<file path="config.mk">
export PLATFORM = sky130hd
export DESIGN_NAME = sf_snp_ctrl_flat
export DESIGN_NICKNAME = d
export VERILOG_FILES = /design/src/rtl/sf_snp_ctrl_if.sv /design/src/rtl/sf_snp_ctrl.sv /design/src/flat_wrapper.sv
export SDC_FILE = /design/constraint.sdc
export NUM_CORES = 1
export LEC_CHECK = 0
export CAP_MARGIN = 20
export CORE_ASPECT_RATIO = 1.2
export CORE_MARGIN = 2
export CORE_UTILIZATION = 49
export DETAILED_ROUTE_END_ITERATION = 8
export GPL_ROUTABILITY_DRIVEN = 0
export HOLD_SLACK_MARGIN = 0.02
export PLACE_DENSITY_LB_ADDON = 0.2
export SLEW_MARGIN = 20
export SYNTH_ARGS = -nofsm -noshare
export SYNTH_HDL_FRONTEND = slang
export SYNTH_SLANG_ARGS = --single-unit
</file>
<file path="constraint.sdc">
create_clock -name clock -period 5.3 [get_ports clock]
set_input_delay 1.06 -clock clock [delete_from_list [all_inputs] [get_ports clock]]
set_output_delay 1.06 -clock clock [all_outputs]
set_load 0.01 [all_outputs]
</file>
<file path="src/rtl/sf_snp_ctrl_if.sv">
// Bundles the SLC request, snoop-filter array and snoop channels of the HN-F snoop sequencer.
// The slave modport is the sequencer's view; the master modport is the surrounding fabric.
interface sf_snp_ctrl_if #(
    parameter int NUM_RN   = 4,
    parameter int ADDR_W   = 48,
    parameter int RN_IDX_W = (NUM_RN > 1) ? $clog2(NUM_RN) : 1
);
    logic                req_v;
    logic                req_rdy;
    logic [ADDR_W-1:0]   req_addr;
    logic                req_unique;
    logic [RN_IDX_W-1:0] req_src;

    logic                sf_lkp_v;
    logic [ADDR_W-1:0]   sf_lkp_addr;
    logic                sf_hit;
    logic                sf_hit_uniq;
    logic [NUM_RN-1:0]   sf_hit_vec;

    logic                sf_upd_v;
    logic [ADDR_W-1:0]   sf_upd_addr;
    logic [NUM_RN-1:0]   sf_upd_vec;
    logic                sf_upd_uniq;

    logic                snp_v;
    logic                snp_rdy;
    logic [RN_IDX_W-1:0] snp_tgt;
    logic [ADDR_W-1:0]   snp_addr;
    logic                snp_inv;
    logic                snp_rsp_v;
    logic [RN_IDX_W-1:0] snp_rsp_src;

    logic                done_v;

    modport slave (
        input  req_v, req_addr, req_unique, req_src,
        input  sf_hit, sf_hit_uniq, sf_hit_vec,
        input  snp_rdy, snp_rsp_v, snp_rsp_src,
        output req_rdy, sf_lkp_v, sf_lkp_addr,
        output sf_upd_v, sf_upd_addr, sf_upd_vec, sf_upd_uniq,
        output snp_v, snp_tgt, snp_addr, snp_inv, done_v
    );

    modport master (
        output req_v, req_addr, req_unique, req_src,
        output sf_hit, sf_hit_uniq, sf_hit_vec,
        output snp_rdy, snp_rsp_v, snp_rsp_src,
        input  req_rdy, sf_lkp_v, sf_lkp_addr,
        input  sf_upd_v, sf_upd_addr, sf_upd_vec, sf_upd_uniq,
        input  snp_v, snp_tgt, snp_addr, snp_inv, done_v
    );
endinterface

</file>
<file path="src/rtl/sf_snp_ctrl.sv">
// HN-F snoop-filter sequencer: one coherent read at a time, serial snoops in ascending RN order,
// then a single sharer-vector write-back and a done pulse. All outputs are registered.
module sf_snp_ctrl #(
    parameter int NUM_RN   = 4,
    parameter int ADDR_W   = 48,
    parameter int RN_IDX_W = (NUM_RN > 1) ? $clog2(NUM_RN) : 1
) (
    input  logic          clock,
    input  logic          reset,
    sf_snp_ctrl_if.slave  bus
);
    typedef enum logic [2:0] {
        IDLE, LOOKUP, SNOOP, WAIT_RSP, UPDATE, DONE
    } state_t;

    state_t              state_reg;
    logic [ADDR_W-1:0]   addr_reg;
    logic                unique_reg;
    logic [RN_IDX_W-1:0] src_reg;
    logic [NUM_RN-1:0]   pend_reg;
    logic [NUM_RN-1:0]   new_vec_reg;
    logic                new_uniq_reg;

    logic                req_rdy_reg;
    logic                sf_lkp_v_reg;
    logic [ADDR_W-1:0]   sf_lkp_addr_reg;
    logic                sf_upd_v_reg;
    logic [ADDR_W-1:0]   sf_upd_addr_reg;
    logic [NUM_RN-1:0]   sf_upd_vec_reg;
    logic                sf_upd_uniq_reg;
    logic                snp_v_reg;
    logic [RN_IDX_W-1:0] snp_tgt_reg;
    logic [ADDR_W-1:0]   snp_addr_reg;
    logic                snp_inv_reg;
    logic                done_v_reg;

    logic [NUM_RN-1:0]   src_onehot;
    logic [NUM_RN-1:0]   tgt_onehot;
    logic [NUM_RN-1:0]   lkp_pend;
    logic [NUM_RN-1:0]   lkp_vec;
    logic                lkp_uniq;
    logic [NUM_RN-1:0]   pend_clr;

    genvar gi;
    generate
        for (gi = 0; gi < NUM_RN; gi++) begin : g_onehot
            assign src_onehot[gi] = (src_reg == RN_IDX_W'(gi));
            assign tgt_onehot[gi] = (snp_tgt_reg == RN_IDX_W'(gi));
        end
    endgenerate

    function automatic logic [RN_IDX_W-1:0] lowest_idx(input logic [NUM_RN-1:0] v);
        lowest_idx = '0;
        for (int i = NUM_RN - 1; i >= 0; i--) begin
            if (v[i]) lowest_idx = RN_IDX_W'(i);
        end
    endfunction

    // Snoop decision from the combinational lookup result; only meaningful while in LOOKUP.
    always_comb begin
        lkp_pend = '0;
        lkp_vec  = src_onehot;
        lkp_uniq = unique_reg;
        if (bus.sf_hit) begin
            if (unique_reg) begin
                lkp_pend = bus.sf_hit_vec & ~src_onehot;
                lkp_uniq = 1'b1;
            end else begin
                lkp_vec  = bus.sf_hit_vec | src_onehot;
                lkp_uniq = 1'b0;
                if (bus.sf_hit_uniq && ((bus.sf_hit_vec & ~src_onehot) != '0))
                    lkp_pend = bus.sf_hit_vec;
            end
        end
        pend_clr = pend_reg & ~tgt_onehot;
    end

    always_ff @(posedge clock) begin
        if (reset) begin
            state_reg       <= IDLE;
            addr_reg        <= '0;
            unique_reg      <= 1'b0;
            src_reg         <= '0;
            pend_reg        <= '0;
            new_vec_reg     <= '0;
            new_uniq_reg    <= 1'b0;
            req_rdy_reg     <= 1'b1;
            sf_lkp_v_reg    <= 1'b0;
            sf_lkp_addr_reg <= '0;
            sf_upd_v_reg    <= 1'b0;
            sf_upd_addr_reg <= '0;
            sf_upd_vec_reg  <= '0;
            sf_upd_uniq_reg <= 1'b0;
            snp_v_reg       <= 1'b0;
            snp_tgt_reg     <= '0;
            snp_addr_reg    <= '0;
            snp_inv_reg     <= 1'b0;
            done_v_reg      <= 1'b0;
        end else begin
            sf_lkp_v_reg <= 1'b0;
            sf_upd_v_reg <= 1'b0;
            done_v_reg   <= 1'b0;
            case (state_reg)
                IDLE: begin
                    if (bus.req_v && req_rdy_reg) begin
                        addr_reg        <= bus.req_addr;
                        unique_reg      <= bus.req_unique;
                        src_reg         <= bus.req_src;
                        req_rdy_reg     <= 1'b0;
                        sf_lkp_v_reg    <= 1'b1;
                        sf_lkp_addr_reg <= bus.req_addr;
                        state_reg       <= LOOKUP;
                    end
                end
                LOOKUP: begin
                    pend_reg     <= lkp_pend;
                    new_vec_reg  <= lkp_vec;
                    new_uniq_reg <= lkp_uniq;
                    if (lkp_pend != '0) begin
                        snp_v_reg    <= 1'b1;
                        snp_tgt_reg  <= lowest_idx(lkp_pend);
                        snp_addr_reg <= addr_reg;
                        snp_inv_reg  <= unique_reg;
                        state_reg    <= SNOOP;
                    end else begin
                        sf_upd_v_reg    <= 1'b1;
                        sf_upd_addr_reg <= addr_reg;
                        sf_upd_vec_reg  <= lkp_vec;
                        sf_upd_uniq_reg <= lkp_uniq;
                        state_reg       <= UPDATE;
                    end
                end
                SNOOP: begin
                    if (bus.snp_rdy) begin
                        snp_v_reg <= 1'b0;
                        state_reg <= WAIT_RSP;
                    end
                end
                WAIT_RSP: begin
                    if (bus.snp_rsp_v && (bus.snp_rsp_src == snp_tgt_reg)) begin
                        pend_reg <= pend_clr;
                        if (pend_clr != '0) begin
                            snp_v_reg   <= 1'b1;
                            snp_tgt_reg <= lowest_idx(pend_clr);
                            state_reg   <= SNOOP;
                        end else begin
                            sf_upd_v_reg    <= 1'b1;
                            sf_upd_addr_reg <= addr_reg;
                            sf_upd_vec_reg  <= new_vec_reg;
                            sf_upd_uniq_reg <= new_uniq_reg;
                            state_reg       <= UPDATE;
                        end
                    end
                end
                UPDATE: begin
                    done_v_reg <= 1'b1;
                    state_reg  <= DONE;
                end
                default: begin
                    req_rdy_reg <= 1'b1;
                    state_reg   <= IDLE;
                end
            endcase
        end
    end

    assign bus.req_rdy     = req_rdy_reg;
    assign bus.sf_lkp_v    = sf_lkp_v_reg;
    assign bus.sf_lkp_addr = sf_lkp_addr_reg;
    assign bus.sf_upd_v    = sf_upd_v_reg;
    assign bus.sf_upd_addr = sf_upd_addr_reg;
    assign bus.sf_upd_vec  = sf_upd_vec_reg;
    assign bus.sf_upd_uniq = sf_upd_uniq_reg;
    assign bus.snp_v       = snp_v_reg;
    assign bus.snp_tgt     = snp_tgt_reg;
    assign bus.snp_addr    = snp_addr_reg;
    assign bus.snp_inv     = snp_inv_reg;
    assign bus.done_v      = done_v_reg;
endmodule

</file>
<file path="src/flat_wrapper.sv">
// flat-port wrapper written by rule: the top's interface ports become plain ports
module sf_snp_ctrl_flat 
#(
    parameter int NUM_RN   = 4,
    parameter int ADDR_W   = 48,
    parameter int RN_IDX_W = (NUM_RN > 1) ? $clog2(NUM_RN) : 1
)
  (clock, reset, bus_req_v, bus_req_addr, bus_req_unique, bus_req_src, bus_sf_hit, bus_sf_hit_uniq, bus_sf_hit_vec, bus_snp_rdy, bus_snp_rsp_v, bus_snp_rsp_src, bus_req_rdy, bus_sf_lkp_v, bus_sf_lkp_addr, bus_sf_upd_v, bus_sf_upd_addr, bus_sf_upd_vec, bus_sf_upd_uniq, bus_snp_v, bus_snp_tgt, bus_snp_addr, bus_snp_inv, bus_done_v);
  sf_snp_ctrl_if #(.NUM_RN(NUM_RN), .ADDR_W(ADDR_W), .RN_IDX_W(RN_IDX_W)) bus_i ();
  input  logic clock;
  input  logic reset;
  input wire logic [$bits(bus_i.req_v)-1:0] bus_req_v;
  input wire logic [$bits(bus_i.req_addr)-1:0] bus_req_addr;
  input wire logic [$bits(bus_i.req_unique)-1:0] bus_req_unique;
  input wire logic [$bits(bus_i.req_src)-1:0] bus_req_src;
  input wire logic [$bits(bus_i.sf_hit)-1:0] bus_sf_hit;
  input wire logic [$bits(bus_i.sf_hit_uniq)-1:0] bus_sf_hit_uniq;
  input wire logic [$bits(bus_i.sf_hit_vec)-1:0] bus_sf_hit_vec;
  input wire logic [$bits(bus_i.snp_rdy)-1:0] bus_snp_rdy;
  input wire logic [$bits(bus_i.snp_rsp_v)-1:0] bus_snp_rsp_v;
  input wire logic [$bits(bus_i.snp_rsp_src)-1:0] bus_snp_rsp_src;
  output wire logic [$bits(bus_i.req_rdy)-1:0] bus_req_rdy;
  output wire logic [$bits(bus_i.sf_lkp_v)-1:0] bus_sf_lkp_v;
  output wire logic [$bits(bus_i.sf_lkp_addr)-1:0] bus_sf_lkp_addr;
  output wire logic [$bits(bus_i.sf_upd_v)-1:0] bus_sf_upd_v;
  output wire logic [$bits(bus_i.sf_upd_addr)-1:0] bus_sf_upd_addr;
  output wire logic [$bits(bus_i.sf_upd_vec)-1:0] bus_sf_upd_vec;
  output wire logic [$bits(bus_i.sf_upd_uniq)-1:0] bus_sf_upd_uniq;
  output wire logic [$bits(bus_i.snp_v)-1:0] bus_snp_v;
  output wire logic [$bits(bus_i.snp_tgt)-1:0] bus_snp_tgt;
  output wire logic [$bits(bus_i.snp_addr)-1:0] bus_snp_addr;
  output wire logic [$bits(bus_i.snp_inv)-1:0] bus_snp_inv;
  output wire logic [$bits(bus_i.done_v)-1:0] bus_done_v;
  assign bus_i.req_v = bus_req_v;
  assign bus_i.req_addr = bus_req_addr;
  assign bus_i.req_unique = bus_req_unique;
  assign bus_i.req_src = bus_req_src;
  assign bus_i.sf_hit = bus_sf_hit;
  assign bus_i.sf_hit_uniq = bus_sf_hit_uniq;
  assign bus_i.sf_hit_vec = bus_sf_hit_vec;
  assign bus_i.snp_rdy = bus_snp_rdy;
  assign bus_i.snp_rsp_v = bus_snp_rsp_v;
  assign bus_i.snp_rsp_src = bus_snp_rsp_src;
  assign bus_req_rdy = bus_i.req_rdy;
  assign bus_sf_lkp_v = bus_i.sf_lkp_v;
  assign bus_sf_lkp_addr = bus_i.sf_lkp_addr;
  assign bus_sf_upd_v = bus_i.sf_upd_v;
  assign bus_sf_upd_addr = bus_i.sf_upd_addr;
  assign bus_sf_upd_vec = bus_i.sf_upd_vec;
  assign bus_sf_upd_uniq = bus_i.sf_upd_uniq;
  assign bus_snp_v = bus_i.snp_v;
  assign bus_snp_tgt = bus_i.snp_tgt;
  assign bus_snp_addr = bus_i.snp_addr;
  assign bus_snp_inv = bus_i.snp_inv;
  assign bus_done_v = bus_i.done_v;
  sf_snp_ctrl #(.NUM_RN(NUM_RN), .ADDR_W(ADDR_W), .RN_IDX_W(RN_IDX_W)) u_core (.clock(clock), .reset(reset), .bus(bus_i));
endmodule
</file>
* After elaboration in Yosys (flattened, before gate mapping)
Index checks and enable logic that the tools add are counted.
** Cells by class
- Equality and inequality tests :: 18
- Mux-type cells :: 52
- Bitwise operators :: 7
- Reduce and logical (&&, ||, !) cells :: 21
** Operators by type and width (number)
- $mux 48 :: 3
- $pmux 48 s2 :: 1
- $mux 4 :: 9
- $mux 2 :: 11
- $pmux 4 s2 :: 2
- $mux 1 :: 15
- $mux 3 :: 5
- $pmux 3 s5 :: 1
- $reduce_bool 4->1 :: 3
- $and 4x4->4 :: 2
- $eq 2x2->1 const B :: 4
- $ne 2x1->1 const B :: 4
- $not 4->4 :: 2
- $reduce_and 2->1 :: 4
- $reduce_and 4->1 :: 2
- $eq 3x2->1 const B :: 2
- $ne 2x2->1 const B :: 3
- $pmux 1 s2 :: 3
- $reduce_and 5->1 :: 1
- $eq 2x1->1 const B :: 2
- $logic_not 2->1 :: 2
- $or 4x4->4 :: 1
- $pmux 2 s2 :: 1
- $reduce_or 4->1 :: 1
- other kinds (11) :: 14
** Storage, ports and cells
- Register bits after elaboration :: 172
- Bits of input ports :: 64

* Logic depth before layout (Yosys ltp)
- Depth in word-level cells :: 14
- Depth in mapped cells :: 10

* Worst setup path before layout
OpenSTA, ideal clock, no wires.
- Path kind :: input-to-reg
- Start point :: input port bus_sf_hit_vec[1]
- End point :: register u_core.sf_upd_addr_reg[42], in the netlist u_core.bus.sf_upd_addr[42]
- Arrival time :: 2.611 ns
- Data required time :: 5.172 ns
- Path slack :: 2.561 ns
- Stages on the path :: 9
- Buffers on the path :: 3
- Cells stage by stage :: clkbuf_1 -> or3b_2 -> o22ai_2 -> o21ba_2 -> o211ai_2 -> buf_6 -> buf_4 -> mux2i_1 -> nor2_1
** Between the ends
- Cells in the longest elaborated chain, start to end :: 9
** RTL lines
- start: declaration :: RTL line flat_wrapper.sv:18 : input wire logic [$bits(bus_i.sf_hit_vec)-1:0] bus_sf_hit_vec;
- $and 4x4->4 :: RTL line sf_snp_ctrl.sv:66, sf_snp_ctrl.sv:71
- $reduce_bool 4->1 :: RTL line sf_snp_ctrl.sv:71 : if (bus.sf_hit_uniq && ((bus.sf_hit_vec & ~src_onehot) != '0))
- $logic_and 1x1->1 :: RTL line sf_snp_ctrl.sv:71
- $mux 4 :: RTL line sf_snp_ctrl.sv:71
- $mux 4 * :: RTL line sf_snp_ctrl.sv:65 : if (unique_reg) begin
- $mux 4 * :: RTL line sf_snp_ctrl.sv:64 : if (bus.sf_hit) begin
- $reduce_bool 4->1 * :: RTL line sf_snp_ctrl.sv:119 : if (lkp_pend != '0) begin
- $ne 2x2->1 (no line) *
- $reduce_and 4->1 (no line) *
- end signal: assignment :: RTL line sf_snp_ctrl.sv:127 : sf_upd_addr_reg <= addr_reg;
- end signal: assignment :: RTL line sf_snp_ctrl.sv:148 : sf_upd_addr_reg <= addr_reg;
- end: declaration :: RTL line sf_snp_ctrl.sv:28 : logic [ADDR_W-1:0] sf_upd_addr_reg;
Mark *: on every way between the ends. The rest lies on a longest branch, timed or not.
A chain may end at the register's enable or synchronous reset.

* Final worst setup path
- Start point :: input port bus_sf_hit_vec[2]
- End point :: register u_core.snp_addr_reg[7], in the netlist u_core.bus.snp_addr[7]
** Between the ends
- Cells in the longest elaborated chain, start to end :: 8
** RTL lines
- $and 4x4->4 :: RTL line sf_snp_ctrl.sv:66, sf_snp_ctrl.sv:71
- $reduce_bool 4->1 :: RTL line sf_snp_ctrl.sv:71
- $logic_and 1x1->1 :: RTL line sf_snp_ctrl.sv:71
- $mux 4 :: RTL line sf_snp_ctrl.sv:71
- $mux 4 * :: RTL line sf_snp_ctrl.sv:65
- $mux 4 * :: RTL line sf_snp_ctrl.sv:64
- $reduce_bool 4->1 * :: RTL line sf_snp_ctrl.sv:119
- $reduce_and 2->1 (no line) *
- end signal: assignment :: RTL line sf_snp_ctrl.sv:122 : snp_addr_reg <= addr_reg;
- end: declaration :: RTL line sf_snp_ctrl.sv:33 : logic [ADDR_W-1:0] snp_addr_reg;
Marked as above.

==> qor.txt <==
STATUS
-----------------------------------------------------------------------------------------------------------------
Outcome                                                                                              finished, final reports clean

GLOBAL ROUTE
-----------------------------------------------------------------------------------------------------------------
Number of global-route vias before repair                                                                   5,512
Aggregate global routing overflow                                                                               0
Initial antenna violation count                                                                                 0
GRT Resource Usage Total                                                                                    25.2%
First-pass GRT wire length                                                                              28,000 um
Maximum number of pins on one net before global-route repair                                                   92

DIE
-----------------------------------------------------------------------------------------------------------------
Die span in x                                                                                              110 um
Std cell rows                                                                                                  46
Core Box Area                                                                                          0.0132 mm2
I/O pin cnt                                                                                                   221
Vertical die dimension                                                                                     131 um
Total die area                                                                                         0.0143 mm2
Initial Util                                                                                                49.8%

STA
-----------------------------------------------------------------------------------------------------------------
Worst Tran Pin Value                                                                                     0.865 ns
Fmax                                                                                                      307 MHz
Final period utilization                                                                                    61.5%
RSZ-0062 raised after global routing                                                                           no
Summed negative setup slack over all endpoints                                                               0 ns
Final count of negative-setup-slack endpoints                                                                   0
Fin. max-slew vios                                                                                              0
Final period demand of the worst path                                                                     3.26 ns
Hold violation count in the final report                                                                        0
Setup Skew                                                                                              0.0116 ns
Slew Limit Headroom                                                                                         42.3%
Tightest hold margin                                                                                     0.452 ns
PnR worst setup slack                                                                                     2.04 ns

SYNTHESIS
-----------------------------------------------------------------------------------------------------------------
Largest area contributor in the synthesized netlist                                                  sky130_fd_sc_hd__dfxtp_1
Post-synthesis compound-gate area fraction                                                                  14.5%
Portion of the post-synthesis area used by sequential elements                                              52.5%
Combinational family with the most area after synthesis                                              simple AND/OR/NAND/NOR gates
Count of flip-flops with a built-in enable after synthesis                                                      0
#FFs+latches synth                                                                                            172
Unique masters post-synth                                                                                      50
Synthesized instance count                                                                                    783
Share of synthesized area spent on multiplexers                                                             8.29%
Most common flop cell mapped by yosys                                                                sky130_fd_sc_hd__dfxtp_1
Syn_area_per_cell                                                                                        8.38 um2
Biggest area contributors in the synthesized netlist                                                 sky130_fd_sc_hd__dfxtp_1 (52%), sky130_fd_sc_hd__nand2_1 (13%), sky130_fd_sc_hd__a21oi_1 (8.8%), sky130_fd_sc_hd__mux2i_1 (7.8%), sky130_fd_sc_hd__nor2_1 (4.1%)
Synth Cell Area                                                                                       0.00656 mm2
Post-Synthesis Net Count                                                                                      847
Arithmetic-cell share of the synthesized area counting full adders, half adders and majority gates             0%
Share of synthesized cell area in and, or, nand and nor gates                                               20.2%
Post-Synth XOR/XNOR Area                                                                                   0.267%
Yosys top cell area share                                                                                   52.5%
Synth async-reset ratio                                                                                        0%
Synth Warn #                                                                                                    0

WORST SETUP PATH
-----------------------------------------------------------------------------------------------------------------
Type of the worst setup path                                                                         input port to flop
Origin of the critical flop-to-flop path                                                             u_core.state_reg[0]
Flop2flop setup slack                                                                                     2.45 ns
Start point of the critical path                                                                     bus_sf_hit_vec[2]
Required @ worst endpoint                                                                                 5.63 ns
R2r worst-path depth                                                                                            7
Nature of the critical path startpoint                                                                 input port
Endpoint type of the worst setup path                                                                        flop
Reg2reg end                                                                                          u_core.bus.sf_upd_addr[21]
Critical path data arrival time                                                                           3.59 ns
Critical Path Fanout Max                                                                                       29

ROUTE
-----------------------------------------------------------------------------------------------------------------
1st-pass router iterations                                                                                      5
Via Count                                                                                                   6,059
# DRC                                                                                                           0
Total wire length                                                                                       18,500 um
Routed wire length per instance                                                                           16.1 um
Number of routed nets with antenna violations                                                                   0
Initial drt markers                                                                                           301
Detail-routed via count per cell                                                                             5.27

CLOCK NETWORK
-----------------------------------------------------------------------------------------------------------------
Maximum clock insertion buffer count                                                                            2
Clock insertion delay at the later pin of the skew report                                                 0.41 ns
Number of gates given a new drive strength after cts                                                            0
Master cell of the clock root buffer                                                                 sky130_fd_sc_hd__clkbuf_16
CTS tree                                                                                                    built
Total number of clock tree sinks                                                                              172
Buffer count from post-CTS setup fixing                                                                         0
Number of buffers inserted by hold repair at cts                                                                0
Clock-pin slew on the worst setup and hold paths                                                          0.06 ns
Cts bufs inserted                                                                                              17
H-tree level count                                                                                              4

POWER
-----------------------------------------------------------------------------------------------------------------
Worst vdd ir                                                                                             0.246 mV
Power per unit of standard cell area                                                                   383 mW/mm2
Leakage dissipation                                                                                    0.00356 uW

HOLD PATH
-----------------------------------------------------------------------------------------------------------------
Classification of the worst-slack hold path                                                          flop to flop
Launch instance of the worst min-delay path                                                          u_core.bus.snp_addr[39]
Worst Hold Endpoint                                                                                  u_core.bus.snp_addr[39]
Number of stages on the worst hold path                                                                         2

PLACED DESIGN
-----------------------------------------------------------------------------------------------------------------
DPL Wire Length                                                                                         12,100 um
Count of input and output buffers                                                                             220
Worst-case setup slack after placement                                                                    1.63 ns

CELLS AND AREA
-----------------------------------------------------------------------------------------------------------------
Number of nets in the layout                                                                                1,035
Commonest cells after routing, fill and taps aside                                                   sky130_fd_sc_hd__nand2_1 (222), sky130_fd_sc_hd__clkdlybuf4s50_1 (219), sky130_fd_sc_hd__dfxtp_1 (172), sky130_fd_sc_hd__a21oi_1 (115), sky130_fd_sc_hd__nor2_1 (70)
Ant. Diodes                                                                                                     0
Layout cell share with drive strength beyond 1                                                              4.89%
Area growth, synth to finish                                                                                43.2%
Commonest non-fill, non-tap cell in the layout                                                       sky130_fd_sc_hd__nand2_1

RUN
-----------------------------------------------------------------------------------------------------------------
Maximum Capacitance Violations                                                                                  0

==> critical path: stages <==
cell and delay [ns]:
sky130_fd_sc_hd__clkdlybuf4s50_1 0.51, sky130_fd_sc_hd__or4b_1 0.55, sky130_fd_sc_hd__o22ai_2 0.19, sky130_fd_sc_hd__o21bai_1 0.12, sky130_fd_sc_hd__nand2_2 0.51, sky130_fd_sc_hd__buf_4 0.39
sky130_fd_sc_hd__nand2_1 0.09, sky130_fd_sc_hd__a21oi_1 0.15
==> cells by family after synthesis <==
logic type	after synthesis
AOI/OAI and AO/OA	164
xor gates and xnor gates	2
buffers and inverters	63
DFF	172
muxes	54
and+or+nand+nor	328
==> synth_stat cells, types with 2 or more instances <==
cell type / number
sky130_fd_sc_hd__mux2_1: 2
sky130_fd_sc_hd__or4_1: 2
sky130_fd_sc_hd__dfxtp_1: 172
sky130_fd_sc_hd__nor3_1: 2
sky130_fd_sc_hd__mux2i_1: 51
sky130_fd_sc_hd__o211ai_1: 2
sky130_fd_sc_hd__buf_2: 14
sky130_fd_sc_hd__a221oi_1: 3
sky130_fd_sc_hd__nand2_1: 223
sky130_fd_sc_hd__and2_1: 3
sky130_fd_sc_hd__a31oi_1: 3
sky130_fd_sc_hd__a22oi_1: 2
sky130_fd_sc_hd__nor2_1: 72
sky130_fd_sc_hd__o21ai_1: 2
sky130_fd_sc_hd__nor2b_1: 9
sky130_fd_sc_hd__inv_1: 5
sky130_fd_sc_hd__xnor2_1: 2
sky130_fd_sc_hd__nand3_1: 3
sky130_fd_sc_hd__a21o_1: 2
sky130_fd_sc_hd__and3_1: 3
sky130_fd_sc_hd__nand2b_1: 4
sky130_fd_sc_hd__o221a_2: 2
sky130_fd_sc_hd__buf_6: 3
sky130_fd_sc_hd__o21ai_0: 7
sky130_fd_sc_hd__o21a_1: 2
sky130_fd_sc_hd__clkbuf_1: 40
sky130_fd_sc_hd__a211o_1: 4
sky130_fd_sc_hd__a21oi_1: 115
sky130_fd_sc_hd__a211oi_1: 6
sky130_fd_sc_hd__a311oi_1: 2
sky130_fd_sc_hd__a21boi_0: 2
==> per-layer routing <==
metal / wire length, um / vias up / GRT usage [%]
li1: - / 2986 / -
met1: 7460 / 2846 / 29.9
met2: 9180 / 200 / 41.8
met3: 1350 / 27 / 8.38
met4: 488 / 0 / 10.8
met5: 0 / - / 0
==> through the flow <==
| step | area (um2) | total power (uW) | utilization [%] | std cells |
|---|---|---|---|---|
| after floorplan | 6560 | 2030 | - | 783 |
| after global placement | 8800 | 2380 | 66.8 | 1120 |
| after detailed placement | 8810 | 2390 | 66.8 | 1120 |
| after CTS | 9400 | 3620 | 71.3 | 1150 |
| after global routing | 9400 | 3760 | 71.3 | 1150 |
| final | 9400 | 3600 | 71.3 | 1150 |
==> worst max-delay path by stage <==
| stage | to | cells after the start |
|---|---|---|
| global placement | u_core.bus.snp_addr[4] | 8 |
| CTS | u_core.bus.snp_addr[10] | 8 |
| detailed placement | u_core.bus.snp_addr[10] | 8 |
| finish | u_core.bus.snp_addr[7] | 8 |
| floorplan | u_core.bus.sf_upd_addr[42] | 9 |
| global route | u_core.bus.snp_addr[11] | 8 |
==> where the power goes <==
group,internal [uW],total [uW],switching [uW]
combinational,391,845,453
sequential,1400,1520,112
clock,750,1240,488
==> layout make-up <==
| cell class | instances | area (um2) |
|---|---|---|
| Fill cell | 1032 | 3780 |
| Inverter | 5 | 18.8 |
| Sequential cell | 172 | 3440 |
| Timing Repair Buffer | 227 | 2260 |
| Multi-Input combinational cell | 548 | 2870 |
| Tap cell | 168 | 210 |
| Clock buffer | 20 | 447 |
| Clock inverter | 10 | 143 |
Note: power is estimated with default switching activity, not from simulation.
